**src/rtl/tdc_capture.sv**
```systemverilog
// tdc_capture: averages 2^AVG_LOG2 thermometer-decoded delay-line snapshots per measurement.
//
// Ports:
//   clk         system clock, all state on rising edge
//   rst         synchronous active-high reset
//   taps        raw delay-line snapshot (asynchronous to clk), bit 0 nearest launch point
//   start       single-cycle measurement request, honoured only when idle
//   busy        high while settling or accumulating
//   out_code    averaged leading-ones count of the last measurement
//   out_valid   out_code valid, held until out_ready
//   out_ready   consumer accept
//   bubble_err  sticky: a sample of the current/last measurement had a 1 above its first 0
module tdc_capture #(
  parameter int unsigned N_TAPS   = 16,
  parameter int unsigned AVG_LOG2 = 3,
  localparam int unsigned CW      = $clog2(N_TAPS + 1)
) (
  input  logic              clk,
  input  logic              rst,
  input  logic [N_TAPS-1:0] taps,
  input  logic              start,
  output logic              busy,
  output logic [CW-1:0]     out_code,
  output logic              out_valid,
  input  logic              out_ready,
  output logic              bubble_err
);

  localparam int unsigned AW    = CW + AVG_LOG2;
  localparam int unsigned CNTW  = AVG_LOG2 + 1;
  localparam int unsigned NSAMP = 1 << AVG_LOG2;

  localparam logic [1:0] StIdle   = 2'd0;
  localparam logic [1:0] StSettle = 2'd1;
  localparam logic [1:0] StAccum  = 2'd2;
  localparam logic [1:0] StDone   = 2'd3;

  logic [1:0]        state_q, state_d;
  logic [N_TAPS-1:0] sync1_q, sync2_q;
  logic [CNTW-1:0]   cnt_q, cnt_d;
  logic [AW-1:0]     acc_q, acc_d;
  logic [CW-1:0]     code_q, code_d;
  logic              bub_q, bub_d;

  logic [CW-1:0]     dec;
  logic              dec_bubble;
  logic              seen_zero;
  logic [AW-1:0]     acc_sum;

  // Leading-ones decode of the synchronised snapshot; any 1 after the first 0 is a bubble.
  always_comb begin
    dec        = '0;
    dec_bubble = 1'b0;
    seen_zero  = 1'b0;
    for (int i = 0; i < int'(N_TAPS); i++) begin
      if (!sync2_q[i]) begin
        seen_zero = 1'b1;
      end else if (seen_zero) begin
        dec_bubble = 1'b1;
      end else begin
        dec = dec + 1'b1;
      end
    end
  end

  assign acc_sum = acc_q + AW'(dec);

  always_comb begin
    state_d = state_q;
    cnt_d   = cnt_q;
    acc_d   = acc_q;
    code_d  = code_q;
    bub_d   = bub_q;
    unique case (state_q)
      StIdle: begin
        if (start) begin
          state_d = StSettle;
          cnt_d   = '0;
          acc_d   = '0;
          bub_d   = 1'b0;
        end
      end
      StSettle: begin
        // Two cycles let the synchroniser flush stale snapshots.
        if (cnt_q == CNTW'(1)) begin
          state_d = StAccum;
          cnt_d   = '0;
        end else begin
          cnt_d = cnt_q + 1'b1;
        end
      end
      StAccum: begin
        acc_d = acc_sum;
        cnt_d = cnt_q + 1'b1;
        if (dec_bubble) begin
          bub_d = 1'b1;
        end
        if (cnt_q == CNTW'(NSAMP - 1)) begin
          state_d = StDone;
          // Include this cycle's sample; truncating divide.
          code_d  = CW'(acc_sum >> AVG_LOG2);
        end
      end
      StDone: begin
        if (out_ready) begin
          state_d = StIdle;
        end
      end
      default: state_d = StIdle;
    endcase
  end

  always_ff @(posedge clk) begin
    if (rst) begin
      state_q <= StIdle;
      sync1_q <= '0;
      sync2_q <= '0;
      cnt_q   <= '0;
      acc_q   <= '0;
      code_q  <= '0;
      bub_q   <= 1'b0;
    end else begin
      state_q <= state_d;
      sync1_q <= taps;
      sync2_q <= sync1_q;
      cnt_q   <= cnt_d;
      acc_q   <= acc_d;
      code_q  <= code_d;
      bub_q   <= bub_d;
    end
  end

  assign busy       = (state_q == StSettle) || (state_q == StAccum);
  assign out_valid  = (state_q == StDone);
  assign out_code   = code_q;
  assign bubble_err = bub_q;

endmodule

```
**config.mk**
```make
export PLATFORM = sky130hd
export DESIGN_NAME = tdc_capture
export DESIGN_NICKNAME = d
export VERILOG_FILES = /design/src/rtl/tdc_capture.sv
export SDC_FILE = /design/constraint.sdc
export NUM_CORES = 1
export LEC_CHECK = 0
export CAP_MARGIN = 20
export CORE_ASPECT_RATIO = 1.2
export CORE_MARGIN = 8
export CORE_UTILIZATION = 25
export DETAILED_ROUTE_END_ITERATION = 7
export GPL_TIMING_DRIVEN = 0
export SLEW_MARGIN = 40
export SYNTH_ARGS = -nofsm -noshare
export SYNTH_HDL_FRONTEND = slang
export SYNTH_SLANG_ARGS = --single-unit
```
**constraint.sdc**
```tcl
create_clock -name clk -period 16.5 [get_ports clk]
set_input_delay 2.475 -clock clk [delete_from_list [all_inputs] [get_ports clk]]
set_output_delay 2.475 -clock clk [all_outputs]
set_load 0.02 [all_outputs]
```
# After elaboration in Yosys (flattened, before gate mapping)
# Cells that the tools add are included.
# Widths: inputs -> output; s select.
# totals
elab_cells	131
register_bits	52
inputBits	20
output_inout_bits	8
# classes
muxes	88
n_reduce_logical	9
eq_ne	10
add_sub_neg	17
# ops
cell	count
$mux 5	30
$add 5x1->5 const B	15
$mux 1	47
$pmux 8 s2	1
$pmux 4 s3	1
$add 8x5->8	1
$mux 2	4
$mux 4	2
$mux 8	1
$ne 2x2->1 const B	4
$pmux 2 s4	1
$reduce_and 2->1	3
$add 4x1->4 const B	1
$eq 2x2->1 const B	2
$eq 4x1->1 const B	1
$eq 4x3->1 const B	1
$reduce_and 4->1	1
$reduce_and 3->1	1
$reduce_bool 3->1	1
$eq 2x1->1 const B	1
$logic_not 2->1	1
$ne 2x1->1 const B	1
$pmux 1 s2	1
$reduce_bool 2->1	1
$logic_or 1x1->1	1

# Depth between registers and ports, before layout
# Gate-level depths: netlist (run 1).
# depth
word_depth	48
mapped_depth	49
depth_no_buf	49

# Worst setup path after synthesis (run 1)
# No wires, ideal clock.
# synth_path
path_kind	reg2reg
start	reg sync2_q[1]
end	reg acc_q[7]
synth_period_minus_slack_ps	8695
n_path_buf	0
t_arrival_ps	8567
setup_slack_ps	7805
setup_time_ps	128
stages_incl_launch_ff	46
cell_sequence	dfxtp_1 > and2b_4 > ha_1 > mux2i_4 > inv_1 > ha_1 > nand2_1 > xnor2_1 > a21oi_1 > nor2_1 > a21oi_1 > ha_1 > mux2i_1 > xnor2_1 > a21boi_0 > ha_1 > a21oi_1 > a2bb2oi_1 > (+10 left out) > mux2_2 > mux2i_1 > nor2_1 > a21o_1 > ha_1 > mux2_2 > a21o_1 > ha_1 > a31o_2 > ha_1 > a21o_1 > a21oi_1 > o21ai_0 > a21oi_1 > nor2_1 > xor2_1 > a22oi_1 > nor2_1
# synth_between
elab_chain_cells	45
word_cells_on_any_way	59
# synth_lines
element	line_no	source
from (decl)	39	logic [N_TAPS-1:0] sync1_q, sync2_q;
from (signal assigned)	125	sync2_q <= sync1_q;
$mux 5	56	if (!sync2_q[i]) begin
$add 5x1->5	61	dec = dec + 1'b1;
$mux 5	58	end else if (seen_zero) begin
$mux 5	56	
$add 5x1->5	61	
$mux 5	58	
$mux 5	56	
$add 5x1->5	61	
(+29 left out)	-	
$add 5x1->5	61	
$mux 5	58	
$mux 5	56	
$add 5x1->5	61	
$mux 5	58	
$mux 5 *	56	
$add 8x5->8 *	66	assign acc_sum = acc_q + AW'(dec);
$pmux 8 s2 *	74	unique case (state_q)
to (signal assigned)	119	acc_q <= '0;
to (signal assigned)	127	acc_q <= acc_d;
to (decl)	41	logic [AW-1:0] acc_q, acc_d;
# Mark *: on every way between the ends. The rest lies on a longest branch, timed or not.
# A chain may end at the register's enable or synchronous reset.

# Final worst setup path (run 1)
# Ends and elaborated chain as after synthesis.

==> results of run 1 <==
## cell usage in the layout, fill, tap and decap left out, drive strengths merged, types with 4 or more instances in the layout
master and n:
inv 27, o21ai 15, nand3b 6, nor2 53, xor2 11, dfxtp 52, clkdlybuf4s50 27, and3 4
nand3 14, mux2i 12, a22oi 7, ha 26, nor2b 35, clkbuf 17, a31oi 5, nand2 38
nand2b 6, nand4 6, a21oi 32, xnor2 39, buf 5, and2 9, a21o 4, nor3 5
mux2 4
## per-stage QoR
stage	instances	utilization, %	power (mW)	area [sq um]	hold slack [ps]
2_1_floorplan	472	-	0.1941	3948	413.8
3_3_place_gp	707	28.86	0.2168	4478	420.3
3_5_place_dp	707	28.86	0.2191	4478	422.0
4_1_cts	715	29.92	0.3339	4642	437.1
5_1_grt	715	29.92	0.3474	4642	453.5
6_report	715	29.92	0.3292	4642	432.2
## kinds of logic (layout without fill, tap and decap cells)
logic type	after synthesis	after routing
simple gates	191	191
compound gates	89	89
xor+xnor	53	53
flops	52	52
buf+inv	43	78
fa+ha+maj	28	28
mux	16	16
## worst max path at each step
| stage | start | end | slack (ps) |
|---|---|---|---|
| floorplan | sync2_q[1]$_SDFF_PP0_ | acc_q[7]$_SDFFE_PP0P_ | 7810 |
| global placement | sync2_q[1]$_SDFF_PP0_ | acc_q[7]$_SDFFE_PP0P_ | 6880 |
| detailed placement | sync2_q[1]$_SDFF_PP0_ | acc_q[7]$_SDFFE_PP0P_ | 6730 |
| CTS | sync2_q[1]$_SDFF_PP0_ | acc_q[7]$_SDFFE_PP0P_ | 6670 |
| global route | sync2_q[1]$_SDFF_PP0_ | acc_q[7]$_SDFFE_PP0P_ | 5760 |
| finish | sync2_q[1]$_SDFF_PP0_ | acc_q[7]$_SDFFE_PP0P_ | 6690 |
## synth_stat cells, drive strengths merged (3+ instances only)
library cell	instances	area, sq um
ha	26	325.3
a21oi	32	163.9
a211oi	3	22.52
nor2	53	206.5
and2	9	56.30
nor3b	3	22.52
xor2	11	122.6
nand2b	6	37.54
o21ai	15	75.07
a31oi	5	31.28
mux2	4	45.04
inv	27	101.4
dfxtp	52	1041
xnor2	39	382.9
nand4	6	50.04
nand3	14	70.07
mux2i	12	145.1
a21boi	3	22.52
nor2b	35	219.0
a22oi	7	52.55
nand2	38	142.6
clkbuf	11	41.29
o31ai	3	22.52
nor3	5	30.03
a21o	4	30.03
nand3b	6	45.04
buf	5	38.78
xnor3	3	71.32
and3	4	26.28
## sequential cells by signal, summed over array words and instances (netlist names)
name        cells
cnt_q           4
out_code        5
acc_q           8
bubble_err      1
state_q         2
sync2_q        16
sync1_q        16
## report_power, final
| group | total, mW | internal (mW) | switching [mW] |
|---|---|---|---|
| clock network | 0.114 | 0.0713 | 0.0425 |
| logic | 0.0769 | 0.0323 | 0.0446 |
| registers | 0.138 | 0.133 | 0.00573 |
## worst max-delay path: cells and delay by family (launching register included)
| family | cells | cell delay (ps) |
|---|---|---|
| AOI/OAI and AO/OA | 15 | 2930 |
| adders and majority gates | 9 | 2610 |
| muxes | 6 | 1580 |
| and+or+nand+nor | 9 | 1030 |
| xor gates and xnor gates | 5 | 730 |
| DFF | 1 | 440 |
| buffers and inverters | 2 | 330 |
## layer usage
| layer | wire length [um] | vias to the layer above | share of wire (%) |
|---|---|---|---|
| met2 | 4116 | 51 | 50 |
| met1 | 3807 | 1489 | 46 |
| met3 | 211 | 8 | 2.5 |
| met5 | 0 | - | 0 |
| li1 | - | 1688 | - |
| met4 | 146 | 0 | 1.8 |
## area by class of cell
cell class                      count  area [sq um]
Sequential cell                    52          1041
Fill cell                        1727         10870
Timing Repair Buffer               27         270.3
Multi-Input combinational cell    377          2725
Buffer                             16         80.08
Clock inverter                      2         35.03
Clock buffer                        6         128.9
Tap cell                          208         260.3
Inverter                           27         101.3
==> flow_summary.yaml, run 1 <==
status:
  status: "finished, final reports clean"
setup_path:
  cp_slowest_cell: "dfxtp_1"
  cp.arrival_ps: 9980
  ff2ff_setup_slack_ps: 6690
  worst_ep_required_time_ps: 16670
  cp-end-kind: "flop"
  crit_top_cell: "ha_1"
  rr_startpoint: "sync2_q[1]$_SDFF_PP0_"
  worstPathMaxFanout: 9
  ff2ff_path_depth: 46
  crit_type: "reg2reg"
  startpoint_type: "flop"
  slowest_delay_ps: 440
  r2r-end: "acc_q[7]$_SDFFE_PP0P_"
sta:
  rsz0062_at_grt: "false"
  final.min_clock_period_ps: 9812
  report.final.hold_viol_count: 0
  tns_ps: 0
  timing.final.crit_share_pct: 59.47
  relSlewSlack_pct: 62.34
  finalSetupViolCount: 0
  final_max_slew_viol_count: 0
  final.setup_skew_ps: 10.69
  fmax_mhz: 101.9
  worst_pin_slew_ps: 561.9
  setup_ws_ps: 6688
synth:
  yosysWarnings: 0
  ys_types: 69
  syn_area_per_cell_sq_um: 8.363
  syn-num-nets: 519
  synth_fa_ha_area_share_pct: 9.002
  yosysSeqAreaShare_pct: 26.37
  synth_xor_area_share_pct: 14.61
  synth_edf_count: 0
  synth-compound-area-share_pct: 14.96
  synth_area_sq_um: 3948
  ys.flop_type: "dfxtp_1"
  syn_inst: 472
  synth_top_family_by_area: "simple AND/OR/NAND/NOR gates"
  synth-seq-cells: 52
  synth-async-reset-ratio_pct: 0
  synthMuxAreaShare_pct: 4.818
  synth-simple-area-share_pct: 25.64
min_path:
  min_path_type: "reg2reg"
  holdPathEnd: "sync2_q[7]$_SDFF_PP0_"
  hp-start: "sync1_q[7]$_SDFF_PP0_"
  min_path_cells: 1
grt:
  grt_pass1_vias: 3323
  grt_busiest_layer: "met2"
  grt_first_pass_wirelength_um: 14760
  grt_max_degree: 16
  grt_use_total_pct: 8.787
  use_met1_pct: 10.28
  antenna_found_initial: 0
  grt_overflow: 0
  use_met3_pct: 1.211
  use_met2_pct: 15.42
clock_network:
  cts_tree: "built"
  htree_levels: 2
  worstSkewPairLatency_ps: 290
  clock_path_buffers: 2
  cts_sinks: 52
  cts-root-buf: "clkbuf_16"
  clk_pin_slew_ps: 70
  cts_resized: 0
  hold_buffers: 0
  post_cts_buffers: 0
  cts-buffers-inserted: 5
final_layout:
  antenna_cells: 0
  drive_above_1_share_pct: 9.467
  nets: 553
  synthToLayoutAreaGrowth_pct: 17.59
route:
  wirelength_um: 8281
  num_vias: 3236
  vias_per_cell: 4.526
  wire_per_inst_um: 11.58
  drtIter0Drc: 192
  drc_errors: 0
  antenna_left: 0
  drtPass1Iterations: 4
placement:
  place_hpwl_um: 6663
  dp_slack_ps: 6731
  gp_congestion: 0.8075
  io_buffers: 27
power:
  peakVddDrop_mv: 0.09073
  p_leak_nw: 1.791
  p_per_area_nw_per_um2: 70.91
die:
  rows: 50
  initial_core_util_pct: 25.44
  ios: 28
  coreArea_sq_um: 15510
  die_y_um: 153.7
  die-area_sq_um: 20080
  die_x_um: 130.7
job:
  cap_violations: 0
Note: power is estimated with default switching activity, not from simulation.
==> run 2, diff against run 1 <==
Clock period 16.5 ns to 8.4 ns, I/O delays scaled along.
==> run 2 against run 1 <==
Compared with the run above:
- the run now ends with setup timing left
- sequential share of layout area decreased by 2.0 points
- core utilization increased by 3.2 points
- sequential power increased by 97%
- sequential cell count unchanged
- combinational power increased by 110%
- routed wire length increased by 13%
- first-iteration DRC count increased by 25%
- total power increased by 94%
- via count increased by 8.7%
- clock power increased by 81%
- hold slack improved by 3.0 ps
- worst setup slack got worse by 6800 ps
- largest power group unchanged
==> flow_summary.yaml, run 2 (synthesized netlist as in run 1, its figures left out) <==
die:
  die_y_um: 153.7
  rows: 50
  ios: 28
  die-area_sq_um: 20080
  die_x_um: 130.7
  initial_core_util_pct: 25.44
  coreArea_sq_um: 15510
sta:
  rsz0062_at_grt: "true"
  report.final.hold_viol_count: 0
  final.setup_skew_ps: 4.402
  fmax_mhz: 117.8
  final_max_slew_viol_count: 0
  final.min_clock_period_ps: 8486
  setup_ws_ps: -86.20
  hold_ws_ps: 435.1
  tns_ps: -382.4
  finalSetupViolCount: 6
  timing.final.crit_share_pct: 101.0
  relSlewSlack_pct: 54.91
  worst_pin_slew_ps: 672.8
setup_path:
  rr_startpoint: "sync2_q[1]$_SDFF_PP0_"
  cp_slowest_cell: "or4b_2"
  startpoint_type: "flop"
  ff2ff_path_depth: 45
  worst_ep_required_time_ps: 8560
  crit_top_cell: "ha_4"
  cp-end-kind: "flop"
  crit_type: "reg2reg"
  r2r-end: "acc_q[6]$_SDFFE_PP0P_"
  slowest_delay_ps: 620
  worstPathMaxFanout: 4
  ff2ff_setup_slack_ps: -90
  cp.arrival_ps: 8650
final_layout:
  synthToLayoutAreaGrowth_pct: 30.17
  drive_above_1_share_pct: 22.92
  antenna_cells: 0
  fillers: 1655
  final_cell_mix: "50 x nor2_1, 50 x dfxtp_1, 38 x buf_4"
  fin_cells: 749
  nets: 587
  reg_top3: "sync1_q: 16 flops, sync2_q: 16 flops, acc_q: 8 flops"
grt:
  grt_first_pass_wirelength_um: 15080
  grt_max_degree: 19
  grt_overflow: 0
  grt_pass1_vias: 3404
  grt_use_total_pct: 8.908
  antenna_found_initial: 0
min_path:
  min_path_type: "reg2reg"
  hp-start: "sync1_q[9]$_SDFF_PP0_"
  holdPathEnd: "sync2_q[9]$_SDFF_PP0_"
  min_path_cells: 1
route:
  wirelength_um: 9376
  num_vias: 3516
  wire_per_inst_um: 12.52
  antenna_left: 0
  drtPass1Iterations: 4
  drc_errors: 0
  vias_per_cell: 4.694
  drtIter0Drc: 240
status:
  status: "finished with violations"
  violations: "setup timing"
clock_network:
  cts_sinks: 52
  worstSkewPairLatency_ps: 290
  cts-root-buf: "clkbuf_16"
  hold_buffers: 0
  htree_levels: 2
  clk_pin_slew_ps: 70
  cts_tree: "built"
  cts-buffers-inserted: 5
  clock_path_buffers: 2
placement:
  place_hpwl_um: 6744
  place_inst: 707
  io_buffers: 27
  gp_congestion: 0.7983
power:
  p_int_mw: 0.4429
  peakVddDrop_mv: 0.1934
  p_clk_share_pct: 32.2
  switching_share_pct: 30.73
  p_per_area_nw_per_um2: 124.4
  switching_power_mw: 0.1965
  seqPwrFrac_pct: 42.5
  pwr-share-comb_pct: 25.3
  p_leak_nw: 1.994
  total_power_mw: 0.6394
job:
  cap_violations: 0
[run 2: cell types whose count changed in the layout (fill, tap and decap cells not counted), sizes merged]
cell	before	now
buf	5	40
bufinv	1	0
clkbuf	17	15
clkinv	1	0
clkinvlp	0	1
inv	27	29
[run 2: per-layer routing]
metal	wire length [um]	track usage (%)	vias up	share of wire, %
met1	3940	10.02	1666	42
li1	-	-	1756	-
met4	208	3.452	0	2.2
met3	350	1.073	18	3.7
met5	0	0	-	0
met2	4876	16.42	76	52
[run 2: what timing repair did]
action,CTS,global route
endpoints found under the setup margin,12,12
pin swaps,26,28
gates cloned,0,0
gates resized for setup,20,25
setup buffers,28,7
[run 2: worst max-delay path, delay by kind of cell, from the launching register on]
kind,cells,cell delay (ps)
xor gates and xnor gates,5,760
adders and majority gates,7,1850
and+or+nand+nor,12,1980
DFF,1,370
buffers and inverters,5,560
AOI/OAI and AO/OA,12,2000
muxes,4,870
[run 2: area by class of cell]
cell class                      instances  area, sq um  share of cell area (%)
Clock inverter                          3        25.02                  0.4870
Inverter                               27        101.3                   1.972
Clock buffer                            5        125.1                   2.435
Multi-Input combinational cell        377         2969                   57.78
Timing Repair Buffer                   62        533.0                   10.37
Sequential cell                        52         1049                   20.40
Tap cell                              208        260.3                   5.065
Buffer                                 15        76.32                   1.485
[run 2: power by group through the flow]
stage	registers [mW]	clock network, mW	logic, mW
5_1_grt	0.273	0.221	0.179
4_1_cts	0.271	0.213	0.158
2_1_floorplan	0.276	0	0.106
3_3_place_gp	0.277	0	0.150
6_report	0.272	0.206	0.162
3_5_place_dp	0.277	0	0.152
[run 2: how the worst max path moves through the flow]
stage / from / slack (ps) / endpoint / depth (start not counted)
floorplan: sync2_q[0]$_SDFF_PP0_ / 3 / acc_q[7]$_SDFFE_PP0P_ / 45
global placement: sync2_q[0]$_SDFF_PP0_ / -800 / acc_q[7]$_SDFFE_PP0P_ / 46
detailed placement: sync2_q[0]$_SDFF_PP0_ / -900 / acc_q[7]$_SDFFE_PP0P_ / 45
CTS: sync2_q[1]$_SDFF_PP0_ / 20 / acc_q[7]$_SDFFE_PP0P_ / 47
global route: sync2_q[1]$_SDFF_PP0_ / -540 / acc_q[5]$_SDFFE_PP0P_ / 45
finish: sync2_q[1]$_SDFF_PP0_ / -90 / acc_q[6]$_SDFFE_PP0P_ / 45
[run 2: stage by stage]
| step | util, % | setup slack, ps | area [sq um] |
|---|---|---|---|
| finish | 33.12 | -86.20 | 5139 |
| global route | 33.12 | -541.2 | 5139 |
| CTS | 31.93 | 17.38 | 4954 |
| detailed placement | 29.08 | -900.4 | 4512 |
| global placement | 29.08 | -800.5 | 4512 |
| floorplan | - | 3.305 | 3981 |
==> run 3, diff against run 2 <==
Settings changed: CTS_BUF_LIST set to sky130_fd_sc_hd__clkbuf_8, SKIP_CTS_REPAIR_TIMING set to 1.
==> run 3 against run 2 <==
Compared with the run above:
- the flow still finishes with violations (setup timing)
- core utilization decreased by 1.3 points
- clock skew increased by 2.2 ps
- maximum frequency decreased by 0.45%
- critical endpoint unchanged
- first-iteration DRC count decreased by 27%
- critical path type unchanged
- non-clock buffer count decreased by 17
- sequential share of layout area increased by 0.77 points
- die area unchanged
- highest routed layer unchanged
==> flow_summary.yaml, run 3 (synthesized netlist as in run 1, its figures left out) <==
status:
  status: "finished with violations"
  violations: "setup timing"
sta:
  final_max_slew_viol_count: 0
  relSlewSlack_pct: 55.68
  worst_pin_slew_ps: 661.2
  final.setup_skew_ps: 6.630
  rsz0062_at_grt: "true"
  hold_ws_ps: 436.0
  setup_ws_ps: -124.5
  timing.final.crit_share_pct: 101.5
  finalSetupViolCount: 6
  report.final.hold_viol_count: 0
  final.min_clock_period_ps: 8525
  fmax_mhz: 117.3
grt:
  antenna_found_initial: 0
  grt_max_degree: 19
  grt_pass1_vias: 3237
  grt_first_pass_wirelength_um: 14370
  grt_overflow: 0
  grt_use_total_pct: 8.515
route:
  wirelength_um: 9192
  drtIter0Drc: 175
  antenna_left: 0
  num_vias: 3427
  vias_per_cell: 4.682
  wire_per_inst_um: 12.56
  drc_errors: 0
  drtPass1Iterations: 5
placement:
  io_buffers: 27
  gp_congestion: 0.7983
  place_hpwl_um: 6744
  place_inst: 707
  placed_area_sq_um: 4512
  dp_slack_ps: -900.4
power:
  p_per_area_nw_per_um2: 117.3
  peakVddDrop_mv: 0.1899
  p_leak_nw: 1.879
setup_path:
  worstPathMaxFanout: 6
  ff2ff_setup_slack_ps: -120
  crit_top_cell: "ha_4"
  crit_start: "sync2_q[1]$_SDFF_PP0_"
  cp.arrival_ps: 8710
  rr_startpoint: "sync2_q[1]$_SDFF_PP0_"
  cp-end-kind: "flop"
  cp_slowest_cell: "or4_4"
  crit_type: "reg2reg"
  startpoint_type: "flop"
  slowest_delay_ps: 430
  ff2ff_path_depth: 45
  worst_ep_required_time_ps: 8590
die:
  coreArea_sq_um: 15510
  initial_core_util_pct: 25.44
  die_x_um: 130.7
  die_y_um: 153.7
  ios: 28
  rows: 50
  die-area_sq_um: 20080
clock_network:
  worstSkewPairLatency_ps: 310
  clock_path_buffers: 2
  cts_sinks: 52
  cts_tree: "built"
  clk_pin_slew_ps: 100
  cts-root-buf: "clkbuf_8"
  htree_levels: 2
  cts-buffers-inserted: 5
min_path:
  min_path_type: "reg2reg"
  min_path_cells: 1
  hp-start: "sync1_q[15]$_SDFF_PP0_"
final_layout:
  drive_above_1_share_pct: 20.23
  reg_top3: "sync1_q: 16 flops, sync2_q: 16 flops, acc_q: 8 flops"
  fin_cells: 732
  nets: 570
  fillers: 1672
  fin_area_sq_um: 4940
  synthToLayoutAreaGrowth_pct: 25.13
  antenna_cells: 0
  final_cell_mix: "50 x nor2_1, 50 x dfxtp_1, 35 x nor2b_1"
job:
  cap_violations: 0
## run 3: cell types whose count changed in the layout (fill, tap and decap cells not counted), sizes merged
cell	change
buf	-17
## run 3: final cells by class
| type | count | area (sq um) | share of cell area [%] |
|---|---|---|---|
| clock inverter | 3 | 25.02 | 0.5066 |
| inverter | 27 | 101.3 | 2.052 |
| timing repair buffer | 45 | 405.4 | 8.207 |
| clock buffer | 5 | 68.82 | 1.393 |
| tap | 208 | 260.3 | 5.268 |
| buffer | 15 | 76.32 | 1.545 |
| multi-input combinational | 377 | 2957 | 59.85 |
| sequential | 52 | 1046 | 21.18 |
## run 3: path summary, 6_finish.rpt
kind,endpoint
setup reg to reg,acc_q[6]$_SDFFE_PP0P_
hold / removal,sync2_q[15]$_SDFF_PP0_
setup / recovery,acc_q[6]$_SDFFE_PP0P_
hold reg to reg,sync2_q[15]$_SDFF_PP0_
## run 3: critical path: cells and delay by family, from the launching register on
kind                       cells  cell delay (ps)
AOI/OAI and AO/OA             12             1630
xor gates and xnor gates       6             1140
adders and majority gates      9             2440
buffers and inverters          2              270
DFF                            1              390
muxes                          4              830
and+or+nand+nor               12             1710
## run 3: routing by layer
layer,up-vias,GRT usage [%],part of all wire [%]
li1,1720,-,-
met1,1625,9.789,43
met2,70,15.39,52
met3,12,1.280,3.1
met4,0,3.014,1.3
met5,-,0,0
## run 3: per-stage QoR
stage | util [%] | TNS (ps) | total power [mW]
global route | 31.84 | -4225 | 0.6129
CTS | 29.69 | -7937 | 0.5805
detailed placement | 29.08 | -7158 | 0.4292
global placement | 29.08 | -5963 | 0.4271
finish | 31.84 | -558.6 | 0.5793
floorplan | - | 0 | 0.3823
## run 3: report_power, final
group          switching (mW)  internal, mW  leakage [nW]  total (mW)
combinational          0.0900        0.0686          1.41       0.159
clock                  0.0878        0.0609        0.0452       0.149
sequential             0.0116         0.260         0.427       0.272
